**src/rtl/wb_cmd_master.sv**
```systemverilog
// wb_cmd_master
// -------------
// Wishbone classic initiator. It takes one read or write command at a time
// over a valid/ready interface, runs exactly one Wishbone cycle for it (no
// pipelining, no bursts), and returns the read data or a timeout error over a
// valid/ready response interface.
//
// Parameters:
//   TIMEOUT  maximum number of edges stb may stay high without an ack (1..65535)
//   CNT_W    width of txn_count
//
// Ports:
//   wb_clk_i, wb_rst_i       clock (rising edge), asynchronous active-high reset
//   cmd_valid / cmd_ready    command handshake
//   cmd_we, cmd_adr,
//   cmd_dat, cmd_sel         command contents (write enable, byte address,
//                            write data, byte lane selects)
//   rsp_valid / rsp_ready    response handshake
//   rsp_dat, rsp_err         read data (0 for writes and errors), timeout flag
//   wbm_cyc_o .. wbm_dat_o   Wishbone initiator outputs
//   wbm_ack_i, wbm_dat_i     Wishbone responder inputs
//   txn_count                number of responses consumed, errors included;
//                            wraps at 2^CNT_W
module wb_cmd_master #(
    parameter int TIMEOUT = 255,
    parameter int CNT_W   = 16
) (
    input  logic             wb_clk_i,
    input  logic             wb_rst_i,

    input  logic             cmd_valid,
    output logic             cmd_ready,
    input  logic             cmd_we,
    input  logic [31:0]      cmd_adr,
    input  logic [31:0]      cmd_dat,
    input  logic [3:0]       cmd_sel,

    output logic             rsp_valid,
    input  logic             rsp_ready,
    output logic [31:0]      rsp_dat,
    output logic             rsp_err,

    output logic             wbm_cyc_o,
    output logic             wbm_stb_o,
    output logic             wbm_we_o,
    output logic [3:0]       wbm_sel_o,
    output logic [31:0]      wbm_adr_o,
    output logic [31:0]      wbm_dat_o,
    input  logic             wbm_ack_i,
    input  logic [31:0]      wbm_dat_i,

    output logic [CNT_W-1:0] txn_count
);

    typedef enum logic [1:0] {
        IDLE,
        BUS,
        RESP
    } state_t;

    // The wait counter holds the number of ack-less edges seen so far in BUS,
    // so the timeout fires on the edge where that number would reach TIMEOUT.
    localparam logic [15:0] WAIT_LAST = 16'(TIMEOUT - 1);

    state_t      state;
    logic [15:0] wait_cnt;

    // Single control process. Every output is a register, so cyc/stb fall
    // asynchronously with reset and nothing glitches combinationally.
    // cmd_ready comes up one edge after reset release because it is only set
    // from within IDLE; a command is taken only when cmd_ready was already
    // high at the edge, which keeps the handshake honest.
    always_ff @(posedge wb_clk_i or posedge wb_rst_i) begin
        if (wb_rst_i) begin
            state     <= IDLE;
            wait_cnt  <= '0;
            cmd_ready <= 1'b0;
            rsp_valid <= 1'b0;
            rsp_dat   <= '0;
            rsp_err   <= 1'b0;
            wbm_cyc_o <= 1'b0;
            wbm_stb_o <= 1'b0;
            wbm_we_o  <= 1'b0;
            wbm_sel_o <= '0;
            wbm_adr_o <= '0;
            wbm_dat_o <= '0;
            txn_count <= '0;
        end else begin
            case (state)
                IDLE: begin
                    if (cmd_ready && cmd_valid) begin
                        cmd_ready <= 1'b0;
                        wbm_we_o  <= cmd_we;
                        wbm_adr_o <= cmd_adr;
                        wbm_dat_o <= cmd_dat;
                        wbm_sel_o <= cmd_sel;
                        wbm_cyc_o <= 1'b1;
                        wbm_stb_o <= 1'b1;
                        wait_cnt  <= '0;
                        state     <= BUS;
                    end else begin
                        cmd_ready <= 1'b1;
                    end
                end

                BUS: begin
                    // An ack on the timeout edge still counts as success.
                    if (wbm_ack_i) begin
                        wbm_cyc_o <= 1'b0;
                        wbm_stb_o <= 1'b0;
                        rsp_dat   <= wbm_we_o ? 32'h0 : wbm_dat_i;
                        rsp_err   <= 1'b0;
                        rsp_valid <= 1'b1;
                        state     <= RESP;
                    end else if (wait_cnt == WAIT_LAST) begin
                        wbm_cyc_o <= 1'b0;
                        wbm_stb_o <= 1'b0;
                        rsp_dat   <= 32'h0;
                        rsp_err   <= 1'b1;
                        rsp_valid <= 1'b1;
                        state     <= RESP;
                    end else begin
                        wait_cnt <= wait_cnt + 16'd1;
                    end
                end

                RESP: begin
                    // Response fields hold until consumed; readiness for the
                    // next command returns on the consuming edge.
                    if (rsp_ready) begin
                        rsp_valid <= 1'b0;
                        txn_count <= txn_count + CNT_W'(1);
                        cmd_ready <= 1'b1;
                        state     <= IDLE;
                    end
                end

                default: begin
                    state <= IDLE;
                end
            endcase
        end
    end

endmodule

```
**config.mk**
```make
export PLATFORM = sky130hd
export DESIGN_NAME = wb_cmd_master
export DESIGN_NICKNAME = d
export VERILOG_FILES = /design/src/rtl/wb_cmd_master.sv
export SDC_FILE = /design/constraint.sdc
export NUM_CORES = 1
export LEC_CHECK = 0
export CAP_MARGIN = 10
export CORE_MARGIN = 2
export CORE_UTILIZATION = 36
export CTS_BUF_LIST = sky130_fd_sc_hd__clkbuf_8
export CTS_CLUSTER_DIAMETER = 50
export CTS_CLUSTER_SIZE = 10
export DETAILED_ROUTE_END_ITERATION = 6
export PLACE_DENSITY = 0.75
export SKIP_LAST_GASP = 1
export SLEW_MARGIN = 20
export SYNTH_ARGS = -nofsm -noshare
export SYNTH_HDL_FRONTEND = slang
export SYNTH_SLANG_ARGS = --single-unit
```
**constraint.sdc**
```tcl
create_clock -name wb_clk_i -period 5 [get_ports wb_clk_i]
set_input_delay 0.75 -clock wb_clk_i [delete_from_list [all_inputs] [get_ports wb_clk_i]]
set_output_delay 0.75 -clock wb_clk_i [all_outputs]
set_load 0.02 [all_outputs]
```
======== After elaboration in Yosys (flattened, before gate mapping) ========
Cells that the tools add are included.
cells by class
  add/sub/neg operators ................... 2
  equal/unequal tests ..................... 8
  muxes and demuxes ....................... 24
  reductions and logical operators ........ 14
operator list
  kind                   number
  $mux 32                3
  $mux 16                3
  $add 16x1->16 const B  2
  $pmux 16 s2            1
  $eq 16x8->1 const B    1
  $mux 1                 9
  $reduce_and 3->1       3
  $mux 2                 4
  $ne 2x2->1 const B     4
  $reduce_and 2->1       4
  $reduce_bool 2->1      4
  $pmux 1 s2             3
  $pmux 2 s3             1
  $reduce_and 4->1       1
  $ne 3x3->1 const B     1
  $eq 2x1->1 const B     1
  $eq 2x2->1 const B     1
  $logic_not 2->1        1
  $logic_and 1x1->1      1
word-level totals
  bits in registers ....................... 139
  input bits .............................. 106
  word-level logic and storage cells ...... 60

======== Depth between registers and ports, before layout ========
Gate-level depths: netlist (run 1).
  depth in word-level cells ............... 4
  depth in mapped cells ................... 7

======== Worst setup path before layout (run 1) ========
No wires, ideal clock.
  path kind ............................... input to register
  start ................................... input port wbm_ack_i
  end ..................................... register wait_cnt[11]
  arrival ................................. 1.649 ns
  slack ................................... 3.221 ns
  stages on the path ...................... 4
  path through ............................ or3b_1 > o21ai_2 > buf_6 > a31oi_1
on the way
  cells in the longest elaborated chain, start to end .. 2
RTL lines
  element                            line  text
  from (decl)                        49    input logic wbm_ack_i,
  $ne 2x2->1 (no source line)        n/a
  $reduce_and 4->1 (no source line)  n/a
  to (signal assigned)               123   wait_cnt <= wait_cnt + 16'd1;
  to (decl)                          66    logic [15:0] wait_cnt;
Every way passes these cells.
A chain may end at the register's enable or synchronous reset.

======== Worst setup path in the final report (run 1) ========
  start ................................... input port cmd_valid
  end ..................................... register wait_cnt[6]
on the way
  cells in the longest elaborated chain, start to end .. 3
RTL lines
  element                            line  text
  from (decl)                        31    input logic cmd_valid,
  $logic_and 1x1->1                  91    if (cmd_ready && cmd_valid) begin
  $ne 2x2->1 (no source line)        n/a
  $reduce_and 4->1 (no source line)  n/a
Every way passes these cells.

==> impl_metrics.xml, run 1 <==
<?xml version="1.0" encoding="UTF-8"?>
<metrics>
  <group name="run_status">
    <metric name="run_status" unit="">completed</metric>
  </group>
  <group name="placed_design">
    <metric name="dpl.cell_count" unit="">985</metric>
    <metric name="io_buffers" unit="">227</metric>
    <metric name="detailedPlacementHpwl" unit="um">10300</metric>
    <metric name="place_congestion" unit="">0.767</metric>
  </group>
  <group name="critical_path">
    <metric name="timing.reg2reg.worst_path_depth" unit="">5</metric>
    <metric name="worstSetupEndpoint" unit="">wait_cnt[6]$_DFFE_PP0P_</metric>
    <metric name="path_class" unit="">in -&gt; reg</metric>
    <metric name="reg2reg_setup_slack" unit="ps">2800</metric>
    <metric name="worst_setup_path_startpoint" unit="">cmd_valid</metric>
    <metric name="endpoint_kind" unit="">flip-flop</metric>
    <metric name="worstReg2RegStart" unit="">state[1]$_DFFE_PP0P_</metric>
    <metric name="maximum_fanout_along_the_worst_path" unit="">37</metric>
    <metric name="worstSetupStartpointType" unit="">primary input</metric>
    <metric name="worstReg2RegEnd" unit="">wait_cnt[6]$_DFFE_PP0P_</metric>
    <metric name="critPathArrivalTime" unit="ps">2640</metric>
    <metric name="worst-endpoint-required" unit="ps">5300</metric>
  </group>
  <group name="power">
    <metric name="cellPowerDensity" unit="mW/mm^2">584</metric>
    <metric name="post-layout-total-power" unit="mW">5.00</metric>
    <metric name="irDropWorstVdd" unit="V">0.000302</metric>
    <metric name="cellLeakagePower" unit="nW">3.94</metric>
  </group>
  <group name="global_route">
    <metric name="grt_overflow_total" unit="">0</metric>
    <metric name="grt_pass1_vias" unit="">4629</metric>
    <metric name="grt_pass1_wl" unit="um">23700</metric>
    <metric name="grt_util_met2" unit="%">26.8</metric>
    <metric name="top_usage_layer" unit="">met2</metric>
    <metric name="antenna_found_initial" unit="">0</metric>
    <metric name="globalRouteMet3Util" unit="%">6.64</metric>
    <metric name="grt_use_met1" unit="%">24.3</metric>
    <metric name="largest_net_degree_at_the_start_of_global_routing" unit="">60</metric>
    <metric name="grt.total_usage" unit="%">17.9</metric>
  </group>
  <group name="route">
    <metric name="routed_wire_length_per_instance" unit="um">14.7</metric>
    <metric name="remaining_antenna_violation_count" unit="">0</metric>
    <metric name="post_drt_via_cell_ratio" unit="">4.79</metric>
    <metric name="postRouteWirelength" unit="um">15000</metric>
    <metric name="overall_via_count_from_detail_route" unit="">4875</metric>
    <metric name="drc_errors" unit="">0</metric>
    <metric name="drtIter0Drc" unit="">279</metric>
    <metric name="dr.pass1.iters" unit="">4</metric>
  </group>
  <group name="floorplanning">
    <metric name="die_area" unit="mm^2">0.0169</metric>
    <metric name="floorplan.initialDensity" unit="%">36.4</metric>
    <metric name="fp.coreArea" unit="mm^2">0.0157</metric>
    <metric name="die-height" unit="um">130</metric>
    <metric name="dieWidth" unit="um">130</metric>
    <metric name="io_pins" unit="">228</metric>
    <metric name="row_count" unit="">46</metric>
  </group>
  <group name="synthesis">
    <metric name="synth_nets" unit="">675</metric>
    <metric name="syn_area_per_cell" unit="um^2">10.1</metric>
    <metric name="ys_seq_elements" unit="">139</metric>
    <metric name="async_flop_share" unit="%">100</metric>
    <metric name="yosys.cell_types.count" unit="">50</metric>
    <metric name="syn_inst" unit="">566</metric>
    <metric name="synth_edf_count" unit="">0</metric>
    <metric name="syn-cell-area" unit="mm^2">0.00570</metric>
    <metric name="yosys_warnings" unit="">0</metric>
    <metric name="seq_area_frac_synth" unit="%">61.0</metric>
    <metric name="postSynth.topFlopCell" unit="">sky130_fd_sc_hd__dfrtp_1</metric>
  </group>
  <group name="timing">
    <metric name="unrepaired_setup_endpoints_after_global_routing" unit="">no</metric>
    <metric name="worst-slew-pin-transition" unit="ps">921</metric>
    <metric name="final.setup_skew" unit="ps">13.6</metric>
    <metric name="finalHoldWorstSlack" unit="ps">477</metric>
    <metric name="setup_total_negative_slack" unit="ps">0</metric>
    <metric name="final.period_utilization" unit="%">46.8</metric>
    <metric name="finalMaxSlewViolations" unit="">0</metric>
    <metric name="setup_viol" unit="">0</metric>
    <metric name="worst_slew_margin_rel" unit="%">38.4</metric>
    <metric name="final.min_clock_period" unit="ps">2340</metric>
    <metric name="max_freq" unit="GHz">0.427</metric>
    <metric name="timing_hold_violations_final" unit="">0</metric>
  </group>
  <group name="cts">
    <metric name="worst_setup_hold_path_clk_slew" unit="ps">80</metric>
    <metric name="cts.htree.levels" unit="">4</metric>
    <metric name="bufs_on_longest_clock_path" unit="">2</metric>
    <metric name="cts_resized" unit="">0</metric>
    <metric name="cts.root.buffer_cell" unit="">sky130_fd_sc_hd__clkbuf_8</metric>
    <metric name="worstSkewPairLatency" unit="ps">440</metric>
    <metric name="numClockSinks" unit="">139</metric>
    <metric name="cts_setup_buffers" unit="">0</metric>
    <metric name="cts_inserted_buffers" unit="">17</metric>
    <metric name="cts_tree" unit="">built</metric>
    <metric name="cts_hold_repair.buffers" unit="">0</metric>
  </group>
  <group name="layout">
    <metric name="final_cell_count_no_fill" unit="">1017</metric>
    <metric name="drive_gt1_share" unit="%">6.24</metric>
    <metric name="num_antenna_cells" unit="">0</metric>
    <metric name="most-common-layout-cells" unit="">227 x sky130_fd_sc_hd__clkdlybuf4s50_1, 224 x sky130_fd_sc_hd__nand2_1, 139 x sky130_fd_sc_hd__dfrtp_1</metric>
    <metric name="final_core_utilization" unit="%">54.7</metric>
    <metric name="area_delta_synth_final" unit="%">50.1</metric>
    <metric name="final.fill_count" unit="">1407</metric>
    <metric name="final_nets" unit="">897</metric>
    <metric name="most_common_cell_after_layout_fill_and_taps_aside" unit="">sky130_fd_sc_hd__clkdlybuf4s50_1</metric>
  </group>
  <group name="flow_run">
    <metric name="cap_viol_max_count" unit="">0</metric>
  </group>
  <group name="hold_path">
    <metric name="hp-class" unit="">reg -&gt; reg</metric>
  </group>
</metrics>
## synth_stat cells, types with 2 or more instances
library cell	count	area, um^2
sky130_fd_sc_hd__nand2_1	224	841
sky130_fd_sc_hd__dfrtp_1	139	3480
sky130_fd_sc_hd__a22o_1	32	280
sky130_fd_sc_hd__clkbuf_1	18	67.6
sky130_fd_sc_hd__nor2_1	16	60.1
sky130_fd_sc_hd__a31oi_1	15	93.8
sky130_fd_sc_hd__inv_1	13	48.8
sky130_fd_sc_hd__nand4_1	11	68.8
sky130_fd_sc_hd__nand3_1	8	40.0
sky130_fd_sc_hd__xnor2_1	8	70.1
sky130_fd_sc_hd__xor2_1	7	61.3
sky130_fd_sc_hd__nor4_1	6	37.5
sky130_fd_sc_hd__buf_2	5	25.0
sky130_fd_sc_hd__nand2b_1	5	31.3
sky130_fd_sc_hd__nor3_1	5	25.0
sky130_fd_sc_hd__o21ai_1	5	25.0
sky130_fd_sc_hd__buf_6	4	45.0
sky130_fd_sc_hd__a21oi_1	3	15.0
sky130_fd_sc_hd__and4_1	3	26.3
sky130_fd_sc_hd__ha_1	3	37.5
sky130_fd_sc_hd__and3_1	2	12.5
sky130_fd_sc_hd__mux2i_1	2	20.0
sky130_fd_sc_hd__nor3_2	2	20.0
sky130_fd_sc_hd__o21ai_0	2	10.0
sky130_fd_sc_hd__o221ai_1	2	17.5
sky130_fd_sc_hd__o311ai_0	2	17.5
## worst max-delay path, stage by stage
cell,delay [ps]
sky130_fd_sc_hd__clkdlybuf4s50_1,490
sky130_fd_sc_hd__nand3_2,600
sky130_fd_sc_hd__buf_4,530
sky130_fd_sc_hd__o211ai_1,150
sky130_fd_sc_hd__nand3_1,90
## cell families after synthesis
group | share of synthesized area, %
adders and majority gates | 0.658
AOI/OAI and AO/OA | 9.34
muxes | 0.351
and+or+nand+nor | 22.9
xor gates and xnor gates | 2.30
buffers and inverters | 3.47
DFF | 61.0
## worst min path at each step
| stage | start | endpoint | slack (ps) | cells past startpoint |
|---|---|---|---|---|
| 5_1_grt | txn_count[15]$_DFFE_PP0P_ | txn_count[15]$_DFFE_PP0P_ | 480 | 1 |
| 3_5_place_dp | wbm_dat_o[4]$_DFFE_PP0P_ | wbm_dat_o[4]$_DFFE_PP0P_ | 460 | 2 |
| 3_3_place_gp | wbm_dat_o[24]$_DFFE_PP0P_ | wbm_dat_o[24]$_DFFE_PP0P_ | 460 | 2 |
| 6_report | wbm_adr_o[2]$_DFFE_PP0P_ | wbm_adr_o[2]$_DFFE_PP0P_ | 480 | 2 |
| 2_1_floorplan | wait_cnt[7]$_DFFE_PP0P_ | wait_cnt[7]$_DFFE_PP0P_ | 470 | 1 |
| 4_1_cts | txn_count[15]$_DFFE_PP0P_ | txn_count[15]$_DFFE_PP0P_ | 480 | 1 |
## through the flow
step                instance area [um^2]  setup slack, ps
floorplan                           5700              525
global placement                    8150             2200
detailed placement                  8150             2190
CTS                                 8560             2660
global route                        8560             2510
finish                              8560             2660
## metal layers
metal | part of all wire, % | routed length (um) | vias to the layer above
met1 | 44 | 6550 | 2329
met3 | 8.8 | 1330 | 10
li1 | - | - | 2351
met5 | 0 | 0 | -
met2 | 47 | 6980 | 185
met4 | 0.89 | 133 | 0
## area by class of cell
type / count / area (um^2) / share of cell area, %
clock inverter: 15 / 178 / 2.08
tap: 216 / 270 / 3.16
clock buffer: 17 / 234 / 2.73
inverter: 13 / 53.8 / 0.628
sequential: 139 / 3480 / 40.6
multi-input combinational: 385 / 2040 / 23.8
timing repair buffer: 232 / 2310 / 27.0
## sequential cells by signal, indices dropped and copies added (netlist names)
name and flops:
wbm_we_o 1, wbm_dat_o 32, cmd_ready 1, wbm_stb_o 1, rsp_valid 1, wbm_sel_o 4, txn_count 16, rsp_dat 32
rsp_err 1, wait_cnt 16, wbm_adr_o 32, state 2
## report_power, final
part	internal [mW]	leakage, nW	switching, mW
combinational	1.02	1.95	1.19
clock	0.464	0.211	0.487
sequential	1.55	1.77	0.284
total	3.04	3.94	1.96
Power figures use the tool's default switching activity.
==> run 2, diff against run 1 <==
==> constraint.sdc (replaced) <==
create_clock -name wb_clk_i -period 2.35 [get_ports wb_clk_i]
set_input_delay 0.3525 -clock wb_clk_i [delete_from_list [all_inputs] [get_ports wb_clk_i]]
set_output_delay 0.3525 -clock wb_clk_i [all_outputs]
set_load 0.02 [all_outputs]
==> run 2 against run 1 <==
Effect of this change:
- combinational power is 120% higher
- final area increased by 2.2%
- worst hold slack got worse by 110 ps
- critical path depth up 1
- sequential power is 110% higher
- utilization grew 1.2 points
- flip-flop and latch count did not move
- non-clock buffer count grew 12
- clock-buffer cell count rose by 1
==> impl_metrics.xml, run 2 (synthesized netlist as in run 1, its figures left out) <==
<?xml version="1.0" encoding="UTF-8"?>
<metrics>
  <group name="timing">
    <metric name="timing_hold_violations_final" unit="">0</metric>
    <metric name="final.period_utilization" unit="%">82.3</metric>
    <metric name="max_freq" unit="GHz">0.517</metric>
    <metric name="setup_viol" unit="">0</metric>
    <metric name="final.min_clock_period" unit="ps">1930</metric>
    <metric name="finalHoldWorstSlack" unit="ps">362</metric>
    <metric name="finalMaxSlewViolations" unit="">0</metric>
    <metric name="unrepaired_setup_endpoints_after_global_routing" unit="">no</metric>
    <metric name="worst-slew-pin-transition" unit="ps">536</metric>
    <metric name="worst_slew_margin_rel" unit="%">64.3</metric>
    <metric name="final.setup_skew" unit="ps">17.3</metric>
    <metric name="setup_total_negative_slack" unit="ps">0</metric>
  </group>
  <group name="critical_path">
    <metric name="worst-endpoint-required" unit="ps">2640</metric>
    <metric name="path_class" unit="">reg -&gt; reg</metric>
    <metric name="worstSetupStartpointType" unit="">flip-flop</metric>
    <metric name="worstReg2RegStart" unit="">wait_cnt[0]$_DFFE_PP0P_</metric>
    <metric name="reg2reg_setup_slack" unit="ps">420</metric>
    <metric name="worstReg2RegEnd" unit="">wait_cnt[10]$_DFFE_PP0P_</metric>
    <metric name="endpoint_kind" unit="">flip-flop</metric>
    <metric name="critPathArrivalTime" unit="ps">2230</metric>
    <metric name="timing.reg2reg.worst_path_depth" unit="">6</metric>
    <metric name="worst_setup_path_startpoint" unit="">wait_cnt[0]$_DFFE_PP0P_</metric>
    <metric name="maximum_fanout_along_the_worst_path" unit="">11</metric>
  </group>
  <group name="layout">
    <metric name="num_antenna_cells" unit="">0</metric>
    <metric name="most-common-layout-cells" unit="">227 x sky130_fd_sc_hd__clkdlybuf4s50_1, 224 x sky130_fd_sc_hd__nand2_1, 139 x sky130_fd_sc_hd__dfrtp_1</metric>
    <metric name="final_nets" unit="">909</metric>
    <metric name="post-route-cell-area" unit="mm^2">0.00875</metric>
    <metric name="biggest_regs" unit="">rsp_dat (32), wbm_adr_o (32), wbm_dat_o (32)</metric>
    <metric name="final_cell_count_no_fill" unit="">1029</metric>
    <metric name="most_common_cell_after_layout_fill_and_taps_aside" unit="">sky130_fd_sc_hd__clkdlybuf4s50_1</metric>
    <metric name="final_core_utilization" unit="%">55.9</metric>
    <metric name="area_delta_synth_final" unit="%">53.3</metric>
    <metric name="drive_gt1_share" unit="%">7.63</metric>
  </group>
  <group name="power">
    <metric name="cellPowerDensity" unit="mW/mm^2">1240</metric>
    <metric name="cellLeakagePower" unit="nW">4.02</metric>
    <metric name="irDropWorstVdd" unit="V">0.000728</metric>
  </group>
  <group name="route">
    <metric name="postRouteWirelength" unit="um">15400</metric>
    <metric name="drc_errors" unit="">0</metric>
    <metric name="routed_wire_length_per_instance" unit="um">14.9</metric>
    <metric name="overall_via_count_from_detail_route" unit="">4894</metric>
    <metric name="dr.pass1.iters" unit="">5</metric>
    <metric name="drtIter0Drc" unit="">264</metric>
    <metric name="remaining_antenna_violation_count" unit="">0</metric>
    <metric name="post_drt_via_cell_ratio" unit="">4.76</metric>
  </group>
  <group name="global_route">
    <metric name="grt_pass1_wl" unit="um">24600</metric>
    <metric name="grt_pass1_vias" unit="">4750</metric>
    <metric name="antenna_found_initial" unit="">0</metric>
    <metric name="grt.total_usage" unit="%">18.6</metric>
    <metric name="grt_overflow_total" unit="">0</metric>
    <metric name="largest_net_degree_at_the_start_of_global_routing" unit="">85</metric>
  </group>
  <group name="cts">
    <metric name="cts_inserted_buffers" unit="">17</metric>
    <metric name="bufs_on_longest_clock_path" unit="">2</metric>
    <metric name="cts_tree" unit="">built</metric>
    <metric name="cts.htree.levels" unit="">4</metric>
    <metric name="numClockSinks" unit="">139</metric>
    <metric name="cts_hold_repair.buffers" unit="">0</metric>
    <metric name="cts_setup_buffers" unit="">0</metric>
    <metric name="cts_resized" unit="">0</metric>
    <metric name="worst_setup_hold_path_clk_slew" unit="ps">80</metric>
    <metric name="worstSkewPairLatency" unit="ps">440</metric>
    <metric name="cts.root.buffer_cell" unit="">sky130_fd_sc_hd__clkbuf_8</metric>
  </group>
  <group name="placed_design">
    <metric name="dpl.cell_count" unit="">997</metric>
    <metric name="post_dp_cell_area" unit="mm^2">0.00834</metric>
    <metric name="detailedPlacementHpwl" unit="um">10700</metric>
    <metric name="io_buffers" unit="">227</metric>
    <metric name="place_congestion" unit="">0.858</metric>
  </group>
  <group name="hold_path">
    <metric name="hp-class" unit="">in -&gt; async</metric>
  </group>
  <group name="flow_run">
    <metric name="cap_viol_max_count" unit="">0</metric>
  </group>
  <group name="floorplanning">
    <metric name="die-height" unit="um">130</metric>
    <metric name="row_count" unit="">46</metric>
    <metric name="floorplan.initialDensity" unit="%">36.4</metric>
    <metric name="io_pins" unit="">228</metric>
    <metric name="die_area" unit="mm^2">0.0169</metric>
    <metric name="fp.coreArea" unit="mm^2">0.0157</metric>
    <metric name="dieWidth" unit="um">130</metric>
  </group>
  <group name="run_status">
    <metric name="run_status" unit="">completed</metric>
  </group>
</metrics>
[run 2: cell types whose count changed in the layout (fill, tap and decap cells not counted)]
cell,previous run,this run
sky130_fd_sc_hd__clkinvlp_4,1,4
sky130_fd_sc_hd__buf_12,0,8
sky130_fd_sc_hd__clkbuf_8,17,18
sky130_fd_sc_hd__inv_6,6,4
sky130_fd_sc_hd__inv_8,4,2
sky130_fd_sc_hd__buf_4,5,9
[run 2: layout make-up]
cell class | instances | area (um^2)
sequential | 139 | 3480
inverter | 13 | 52.6
multi-input combinational | 385 | 2040
fill | 1393 | 6910
clock buffer | 18 | 248
clock inverter | 14 | 161
timing repair buffer | 244 | 2500
tap | 216 | 270
[run 2: where the power goes]
group	switching, mW	internal [mW]
Clock	1.01	0.998
Combinational	2.59	2.35
Sequential	0.626	3.30
Total	4.22	6.65
[run 2: how the worst max path moves through the flow]
stage / slack [ps] / cells past startpoint / endpoint
2_1_floorplan: 260 / 1 / cmd_ready$_DFFE_PP0P_
4_1_cts: 410 / 6 / wait_cnt[10]$_DFFE_PP0P_
3_3_place_gp: 400 / 5 / wait_cnt[10]$_DFFE_PP0P_
5_1_grt: 230 / 6 / wait_cnt[10]$_DFFE_PP0P_
6_report: 420 / 6 / wait_cnt[10]$_DFFE_PP0P_
3_5_place_dp: 360 / 5 / wait_cnt[10]$_DFFE_PP0P_
[run 2: layer usage]
metal | global-route usage (%) | vias up | wire length, um
met5 | 0 | - | 0
met4 | 5.38 | 0 | 185
met3 | 6.85 | 15 | 1340
met2 | 28.9 | 188 | 7280
met1 | 24.5 | 2318 | 6570
li1 | - | 2373 | -
[run 2: through the flow]
step                power [mW]  setup slack [ps]
global placement          8.85               396
global route              11.6               231
floorplan                 6.40               262
detailed placement        8.94               365
CTS                       11.0               410
finish                    10.9               416
[run 2: critical path, stage by stage (launching register included)]
cell and delay (ps):
sky130_fd_sc_hd__dfrtp_1 440, sky130_fd_sc_hd__inv_1 80, sky130_fd_sc_hd__ha_1 140, sky130_fd_sc_hd__nor4b_2 220, sky130_fd_sc_hd__nand4_1 480, sky130_fd_sc_hd__nand2_1 310, sky130_fd_sc_hd__o221ai_1 140
